$ cat src/rtl/exe_stage.sv
// rtl/exe_stage.sv - ARM-subset execute stage: shifter, ALU, branch target, NZCV and EX/MEM register.
// Optional operand forwarding muxes are enabled by defining FORWARDING_EN.
module exe_stage #(
  parameter int DATA_W = 32,
  parameter int REG_AW = 4
) (
  input  logic              clk,
  input  logic              rst,
  input  logic              freeze,
  input  logic              wb_enable_in,
  input  logic              mem_read_enable_in,
  input  logic              mem_write_enable_in,
  input  logic              branch_enable_in,
  input  logic              S_in,
  input  logic [3:0]        exec_cmd_in,
  input  logic [DATA_W-1:0] PC_in,
  input  logic [DATA_W-1:0] Val_Rn_in,
  input  logic [DATA_W-1:0] Val_Rm_in,
  input  logic              immidiate_in,
  input  logic [11:0]       Shift_operand_in,
  input  logic [23:0]       Signed_immidiate_24_in,
  input  logic [REG_AW-1:0] Dest_in,
  input  logic [3:0]        Status_in,
`ifdef FORWARDING_EN
  input  logic [1:0]        sel_src1,
  input  logic [1:0]        sel_src2,
  input  logic [DATA_W-1:0] mem_fwd_val,
  input  logic [DATA_W-1:0] wb_fwd_val,
`endif
  output logic              branch_taken,
  output logic [DATA_W-1:0] branch_addr,
  output logic [3:0]        status,
  output logic [DATA_W-1:0] alu_res,
  output logic [DATA_W-1:0] st_val,
  output logic [REG_AW-1:0] dest,
  output logic              wb_enable,
  output logic              mem_read_enable,
  output logic              mem_write_enable
);

  localparam logic [3:0] CMD_MOV = 4'b0001;
  localparam logic [3:0] CMD_MVN = 4'b1001;
  localparam logic [3:0] CMD_ADD = 4'b0010;
  localparam logic [3:0] CMD_ADC = 4'b0011;
  localparam logic [3:0] CMD_SUB = 4'b0100;
  localparam logic [3:0] CMD_SBC = 4'b0101;
  localparam logic [3:0] CMD_AND = 4'b0110;
  localparam logic [3:0] CMD_ORR = 4'b0111;
  localparam logic [3:0] CMD_EOR = 4'b1000;

  logic [DATA_W-1:0] op1, rm_val, val2, alu_out;
  logic [DATA_W:0]   sum;
  logic [4:0]        sh_amt;
  logic              carry_in, n_f, z_f, c_f, v_f;
  logic [3:0]        nzcv;

  function automatic logic [DATA_W-1:0] ror(input logic [DATA_W-1:0] x, input logic [4:0] r);
    return (x >> r) | (x << (6'd32 - {1'b0, r}));
  endfunction

`ifdef FORWARDING_EN
  always_comb begin
    case (sel_src1)
      2'b01:   op1 = mem_fwd_val;
      2'b10:   op1 = wb_fwd_val;
      default: op1 = Val_Rn_in;
    endcase
    case (sel_src2)
      2'b01:   rm_val = mem_fwd_val;
      2'b10:   rm_val = wb_fwd_val;
      default: rm_val = Val_Rm_in;
    endcase
  end
`else
  assign op1    = Val_Rn_in;
  assign rm_val = Val_Rm_in;
`endif

  assign sh_amt = Shift_operand_in[11:7];

  // Memory ops take the raw 12-bit offset; only register operands go through the barrel shifter.
  always_comb begin
    val2 = rm_val;
    if (immidiate_in)
      val2 = ror({{(DATA_W-8){1'b0}}, Shift_operand_in[7:0]}, {Shift_operand_in[11:8], 1'b0});
    else if (mem_read_enable_in || mem_write_enable_in)
      val2 = {{(DATA_W-12){1'b0}}, Shift_operand_in};
    else if (sh_amt != 5'd0) begin
      case (Shift_operand_in[6:5])
        2'b00:   val2 = rm_val << sh_amt;
        2'b01:   val2 = rm_val >> sh_amt;
        2'b10:   val2 = $signed(rm_val) >>> sh_amt;
        default: val2 = ror(rm_val, sh_amt);
      endcase
    end
  end

  assign carry_in = Status_in[1];

  always_comb begin
    sum     = '0;
    alu_out = '0;
    c_f     = Status_in[1];
    v_f     = Status_in[0];
    case (exec_cmd_in)
      CMD_MOV: alu_out = val2;
      CMD_MVN: alu_out = ~val2;
      CMD_AND: alu_out = op1 & val2;
      CMD_ORR: alu_out = op1 | val2;
      CMD_EOR: alu_out = op1 ^ val2;
      CMD_ADD, CMD_ADC: begin
        sum     = {1'b0, op1} + {1'b0, val2}
                + {{DATA_W{1'b0}}, (exec_cmd_in == CMD_ADC) & carry_in};
        alu_out = sum[DATA_W-1:0];
        c_f     = sum[DATA_W];
        v_f     = (op1[DATA_W-1] == val2[DATA_W-1]) && (alu_out[DATA_W-1] != op1[DATA_W-1]);
      end
      CMD_SUB, CMD_SBC: begin
        // Carry out is NOT borrow: bit 32 of the 33-bit difference flags a borrow.
        sum     = {1'b0, op1} - {1'b0, val2}
                - {{DATA_W{1'b0}}, (exec_cmd_in == CMD_SBC) & ~carry_in};
        alu_out = sum[DATA_W-1:0];
        c_f     = ~sum[DATA_W];
        v_f     = (op1[DATA_W-1] != val2[DATA_W-1]) && (alu_out[DATA_W-1] != op1[DATA_W-1]);
      end
      default: alu_out = '0;
    endcase
  end

  always_comb begin
    n_f  = alu_out[DATA_W-1];
    z_f  = (alu_out == '0);
    nzcv = {n_f, z_f, c_f, v_f};
    case (exec_cmd_in)
      CMD_MOV, CMD_MVN, CMD_ADD, CMD_ADC, CMD_SUB,
      CMD_SBC, CMD_AND, CMD_ORR, CMD_EOR: nzcv = {n_f, z_f, c_f, v_f};
      default:                            nzcv = Status_in;
    endcase
  end

  assign branch_taken = branch_enable_in;
  assign branch_addr  = PC_in + {{(DATA_W-26){Signed_immidiate_24_in[23]}}, Signed_immidiate_24_in, 2'b00};

  always_ff @(posedge clk) begin
    if (rst) begin
      status           <= '0;
      alu_res          <= '0;
      st_val           <= '0;
      dest             <= '0;
      wb_enable        <= 1'b0;
      mem_read_enable  <= 1'b0;
      mem_write_enable <= 1'b0;
    end else if (!freeze) begin
      alu_res          <= alu_out;
      st_val           <= rm_val;
      dest             <= Dest_in;
      wb_enable        <= wb_enable_in;
      mem_read_enable  <= mem_read_enable_in;
      mem_write_enable <= mem_write_enable_in;
      if (S_in)
        status <= nzcv;
    end
  end

endmodule

$ cat config.mk
export PLATFORM = sky130hd
export DESIGN_NAME = exe_stage
export DESIGN_NICKNAME = d
export VERILOG_FILES = /design/src/rtl/exe_stage.sv
export SDC_FILE = /design/constraint.sdc
export NUM_CORES = 1
export LEC_CHECK = 0
export ABC_AREA = 1
export ABC_CLOCK_PERIOD_IN_PS = 6800
export BUFFER_PORTS_ARGS = -buffer_cell sky130_fd_sc_hd__buf_2
export CORE_UTILIZATION = 40
export DETAILED_ROUTE_END_ITERATION = 6
export PLACE_DENSITY_LB_ADDON = 0.25
export SLEW_MARGIN = 20
export SYNTH_ARGS = -nofsm -noshare
export SYNTH_HDL_FRONTEND = slang
export SYNTH_SLANG_ARGS = --single-unit
$ cat constraint.sdc
create_clock -name clk -period 6.8 [get_ports clk]
set_clock_uncertainty 0.15 [all_clocks]
set_input_delay 1.36 -clock clk [delete_from_list [all_inputs] [get_ports clk]]
set_output_delay 1.36 -clock clk [all_outputs]
set_load 0.01 [all_outputs]
======== Word-level counts from Yosys, hierarchy flattened ========
Cells that the tools add are included.
storage, ports and cells
  register bits after elaboration ......... 75
  bits of input ports ..................... 153
cells by class
  add/subtract/negate cells ............... 7
  equal/unequal tests ..................... 15
  shift operators ......................... 6
  muxes and demuxes ....................... 8
  bitwise gates (word level) .............. 11
  reductions and logical operators ........ 10
operator list
  kind                                                                number
  32-bit one-hot mux with 7 select lines                              1
  32-bit two-way mux                                                  3
  32-bit OR                                                           3
  32-bit one-hot mux with 3 select lines                              1
  32-bit by 32-bit adder with 33-bit output                           1
  33-bit by 1-bit adder with 33-bit output                            1
  32-bit by 32-bit subtractor with 33-bit output                      1
  33-bit by 1-bit subtractor with 33-bit output                       1
  32-bit adder                                                        1
  32-bit bitwise AND                                                  1
  32-bit zero test                                                    1
  32-bit inverter                                                     1
  32-bit by 5-bit left shift with 32-bit output                       1
  32-bit by 6-bit left shift with 32-bit output                       1
  8-bit by 6-bit left shift with 32-bit output                        1
  32-bit by 5-bit >> shifter with 32-bit output                       1
  8-bit by 5-bit >> shifter with 32-bit output                        1
  32-bit by 5-bit >>> shifter with 32-bit output                      1
  32-bit XOR                                                          1
  4-bit by 3-bit == test with 1-bit output (second input constant)    4
  6-bit by 5-bit subtractor with 6-bit output (first input constant)  2
  9-bit OR reduction                                                  1
  4-bit by 2-bit == test with 1-bit output (second input constant)    2
  4-bit == test (second input constant)                               2
  other kinds (15)                                                    23

======== Depth between registers and ports, before layout ========
  depth after elaboration ................. 13
  gate-level depth with buffers ........... 46
  depth with buffers taken out ............ 42

======== Worst setup path before layout ========
No wires, ideal clock.
  kind .................................... input to register
  start ................................... input port Shift_operand_in[8]
  end ..................................... register status[2]
  arrival time ............................ 6.505 ns
  required time ........................... 6.584 ns
  setup slack ............................. 0.079 ns
  stages .................................. 46
  path buffers ............................ 4
  path through ............................ buf_2 inv_2 buf_2 buf_2 ha_1 nand2_1 nor2_1 ha_1 inv_1 nand2_2 inv_2 buf_6 a32oi_1 o21ai_1 nand2_1 nand2_1 nand2_1 nand2_1 [10 not listed] a21oi_1 inv_1 a21oi_1 inv_1 nand2_1 nand2_1 or2_2 nand3_1 nand2_1 nor3_1 nand3_1 nor2_1 nand3_1 nor2_1 nand3_1 nor2_1 nand2_1 a21oi_2
between the ends
  cells in the longest elaborated chain, start to end .. 12
ends and longest elaborated chain
  element                                                                                                      RTL line  RTL
  start: declaration                                                                                           20        input logic [11:0] Shift_operand_in,
  6-bit by 5-bit subtractor with 6-bit output                                                                  58        return (x >> r) | (x << (6'd32 - {1'b0, r}));
  32-bit by 6-bit left shift with 32-bit output                                                                58
  32-bit OR                                                                                                    58
  32-bit one-hot mux with 3 select lines                                                                       89        case (Shift_operand_in[6:5])
  32-bit two-way mux                                                                                           88        else if (sh_amt != 5'd0) begin
  32-bit two-way mux                                                                                           86        else if (mem_read_enable_in || mem_write_enable_in)
  32-bit two-way mux (*)                                                                                       84        if (immidiate_in)
  32-bit by 32-bit subtractor with 33-bit output or 32-bit by 32-bit adder with 33-bit output (tied branches)  120, 112
  33-bit by 1-bit subtractor with 33-bit output or 33-bit by 1-bit adder with 33-bit output (tied branches)    121, 113
  32-bit one-hot mux with 7 select lines (*)                                                                   105       case (exec_cmd_in)
  32-bit zero test (*)                                                                                         132       z_f = (alu_out == '0);
  4-bit two-way mux (*)                                                                                        134       case (exec_cmd_in)
  end signal: assignment                                                                                       161       status <= nzcv;
  end: declaration                                                                                             32        output logic [3:0] status,
Mark *: on every way between the ends. The rest lies on a longest branch, timed or not.
A chain may end at the register's enable or synchronous reset.

======== Worst setup path in the final report ========
  start ................................... input port Shift_operand_in[7]
  end ..................................... register status[2]
Same word-level chain as after synthesis.

==> impl_metrics.tcl <==
set metrics [dict create \
    synthesis.nets 3623 \
    grt_first_pass_wirelength_microns 133000 \
    util_after_layout_pct 50.8 \
    synth_area_sq_mm 0.0178 \
    cts_tree "done" \
    max-clock-path-buffers 2 \
    violations "DRC" \
    timing_max_transition_violations_final 0 \
    timing.hold.worst.class "reg2reg" \
    cts_hold_buf 0 \
    worstSkewPairLatency_ns 0.35 \
    timing.final.crit_period_ns 6.53 \
    synth.most_common_cell "sky130_fd_sc_hd__nand2_1" \
    avgRoutedWirePerCell_microns 20.6 \
    crit_slowest_cell "sky130_fd_sc_hd__ha_1" \
    finalCritPeriodShare_pct 96.1 \
    grt_use_total_pct 38.8 \
    regToRegSetupSlack_ns 5.87 \
    setup-violations-final 0 \
    pwr_density_cell_mw_per_mm2 146 \
    die_x_microns 213 \
    design.final.nets 4082 \
    detail_route.first_pass.iterations 7 \
    worstSetupStartpointType "input port" \
    filler_cell_count 4834 \
    gp_routability_congestion 1.09 \
    synth_ff_type "sky130_fd_sc_hd__dfxtp_1" \
    effective_utilization_at_floorplan_pct 40.9 \
    ys_seq_elements 75 \
    htree_levels 3 \
    layout-drive-gt1-share_pct 19.5 \
    grt_max_degree 55 \
    syn_area_per_cell_sq_um 5.38 \
    synth_cell_types 62 \
    slew_headroom_pct 25.7 \
    cp.arrival_ns 6.67 \
    std_cell_rows 76 \
    worstPathMaxFanout 15 \
    drt-total-wl_microns 89900 \
    die_h_microns 213 \
    placement.setup.worst_slack_ns -0.147 \
    timing.critical_path.slowest_cell_delay_ns 0.40 \
    post-cts-setup-buffers 0 \
    io-pin-count 261 \
    antennaDiodeCount 0 \
    worst_ir_drop_vdd_mv 0.0985 \
    hold_slack_ns 0.325 \
    area_delta_synth_final_pct 24.2 \
    detail_route.iter0.violations 3010 \
    cp.required_ns 6.94 \
    via_count_of_the_first_global_routing_pass 22600 \
    tns_ns 0 \
    crit_path_frequent_cell "sky130_fd_sc_hd__nand2_1" \
    clock_tree.root_cell "sky130_fd_sc_hd__clkbuf_16" \
    tightest_slew_ns 1.11 \
    synth_seq_area_share_pct 8.44 \
    fmax_mhz 153 \
    status "finished with violations" \
    post_synth_edffs 0 \
    critical_path.endpoint_type "flop" \
    synth-async-reset-ratio_pct 0 \
    ranking_of_synthesized_cells_by_area "sky130_fd_sc_hd__nand2_1 18%, sky130_fd_sc_hd__nand3_1 15%, sky130_fd_sc_hd__ha_1 11%" \
    design.die.area_sq_mm 0.0453 \
    synth_top_area_share_pct 18.2 \
    ant_nets 0 \
    vias_per_cell 5.59 \
    clkSinkCount 75 \
    grt_remaining_overflow 0 \
    report.final.hold_viol_count 0 \
    grt_antenna_before_repair 1 \
    worst_setup_hold_path_clk_slew_ns 0.07 \
    cts-buffers-inserted 9 \
    drc 1 \
    route.vias.total 24400 \
    netlist_instances 3306 \
    portBuffers 254 \
    postLayoutSetupSlackWorst_ns 0.268 \
    synth_top_area_cell "sky130_fd_sc_hd__nand2_1" \
    yosys_warnings 0 \
    cts.repair.resized 0 \
    max-cap-violations 0 \
    leakagePower_nw 12.0 \
    critical_path_class "in2reg" \
    synthTopCellsByCount "863 x sky130_fd_sc_hd__nand2_1, 517 x sky130_fd_sc_hd__nand3_1, 383 x sky130_fd_sc_hd__nor2_1, 349 x sky130_fd_sc_hd__inv_1, 218 x sky130_fd_sc_hd__a21oi_1" \
    hpwlAfterDp_microns 74300 \
    core_area_sq_mm 0.0435 \
]
## report_power, final
part	total, mW	switching, mW	internal, mW
clock network	0.503	0.212	0.291
registers	0.490	0.0171	0.473
logic	2.24	1.41	0.826
## through the flow
step                cells  power (mW)  instance area, sq um
floorplan            3306        1.75                 17800
global placement     4339        2.65                 21700
global route         4355        3.45                 22100
CTS                  4355        3.16                 22000
detailed placement   4339        2.65                 21700
finish               4355        3.23                 22100
## layout by cell type, fill, tap and decap left out, drive strengths merged, types with 12 or more instances in the layout
cell type,instances
o22ai,18
a31oi,12
o21ai,228
o21bai,14
dfxtp,75
a221oi,12
a21oi,220
nand3,524
xor2,24
buf,590
o211ai,28
clkinv,12
inv,370
nor3,26
nand2,905
xnor2,13
nand4,37
nor2,394
ha,159
or2,15
## worst paths after layout
path / start / to / cells after the start
min reg2reg: dest[1]$_SDFFE_PP0N_ / dest[1]$_SDFFE_PP0N_ / 2
min: dest[1]$_SDFFE_PP0N_ / dest[1]$_SDFFE_PP0N_ / 2
max: Shift_operand_in[7] / status[2]$_SDFFE_PP0P_ / 41
max reg2reg: alu_res[13]$_SDFFE_PP0N_ / alu_res[13]$_SDFFE_PP0N_ / 4
## worst max-delay path, delay by kind of cell
| family | cells | cell delay (ns) |
|---|---|---|
| simple gates | 24 | 2.54 |
| compound gates | 4 | 0.61 |
| fa+ha+maj | 3 | 1.03 |
| buf+inv | 10 | 1.10 |
## per-layer routing
layer	track usage, %	part of all wire [%]	wire [microns]	vias to the layer above
met5	0	0	0	-
met4	20.7	6.2	5590	0
met3	6.44	9.6	8650	269
met2	62.5	44	39500	1333
met1	49.2	40	36100	10900
li1	-	-	-	11900
## cell type report
| class | count | area, sq um | share of cell area [%] |
|---|---|---|---|
| repair buffers | 592 | 3920 | 17.7 |
| clock inverters | 7 | 85.1 | 0.385 |
| multi-input cells | 2711 | 14200 | 64.4 |
| flip-flops and latches | 75 | 1500 | 6.80 |
| clock buffers | 9 | 225 | 1.02 |
| inverters | 376 | 1410 | 6.40 |
| well taps | 585 | 732 | 3.31 |
## logic make-up (layout without fill, tap and decap cells)
group	after synthesis	in the layout	synth area share (%)
XOR/XNOR	37	37	1.86
buffers and inverters	520	984	12.0
adder cells (fa/ha/maj)	164	164	11.7
AO/OA/AOI/OAI	581	581	18.5
AND/OR/NAND/NOR	1929	1929	47.5
flip-flops	75	75	8.44
## flip-flops by register name, indices dropped and copies added, names as in the netlist
register and flops:
wb_enable 1, mem_write_enable 1, mem_read_enable 1, st_val 32
status 4, dest 4, alu_res 32
No activity file was read; power rests on OpenSTA's default activity.
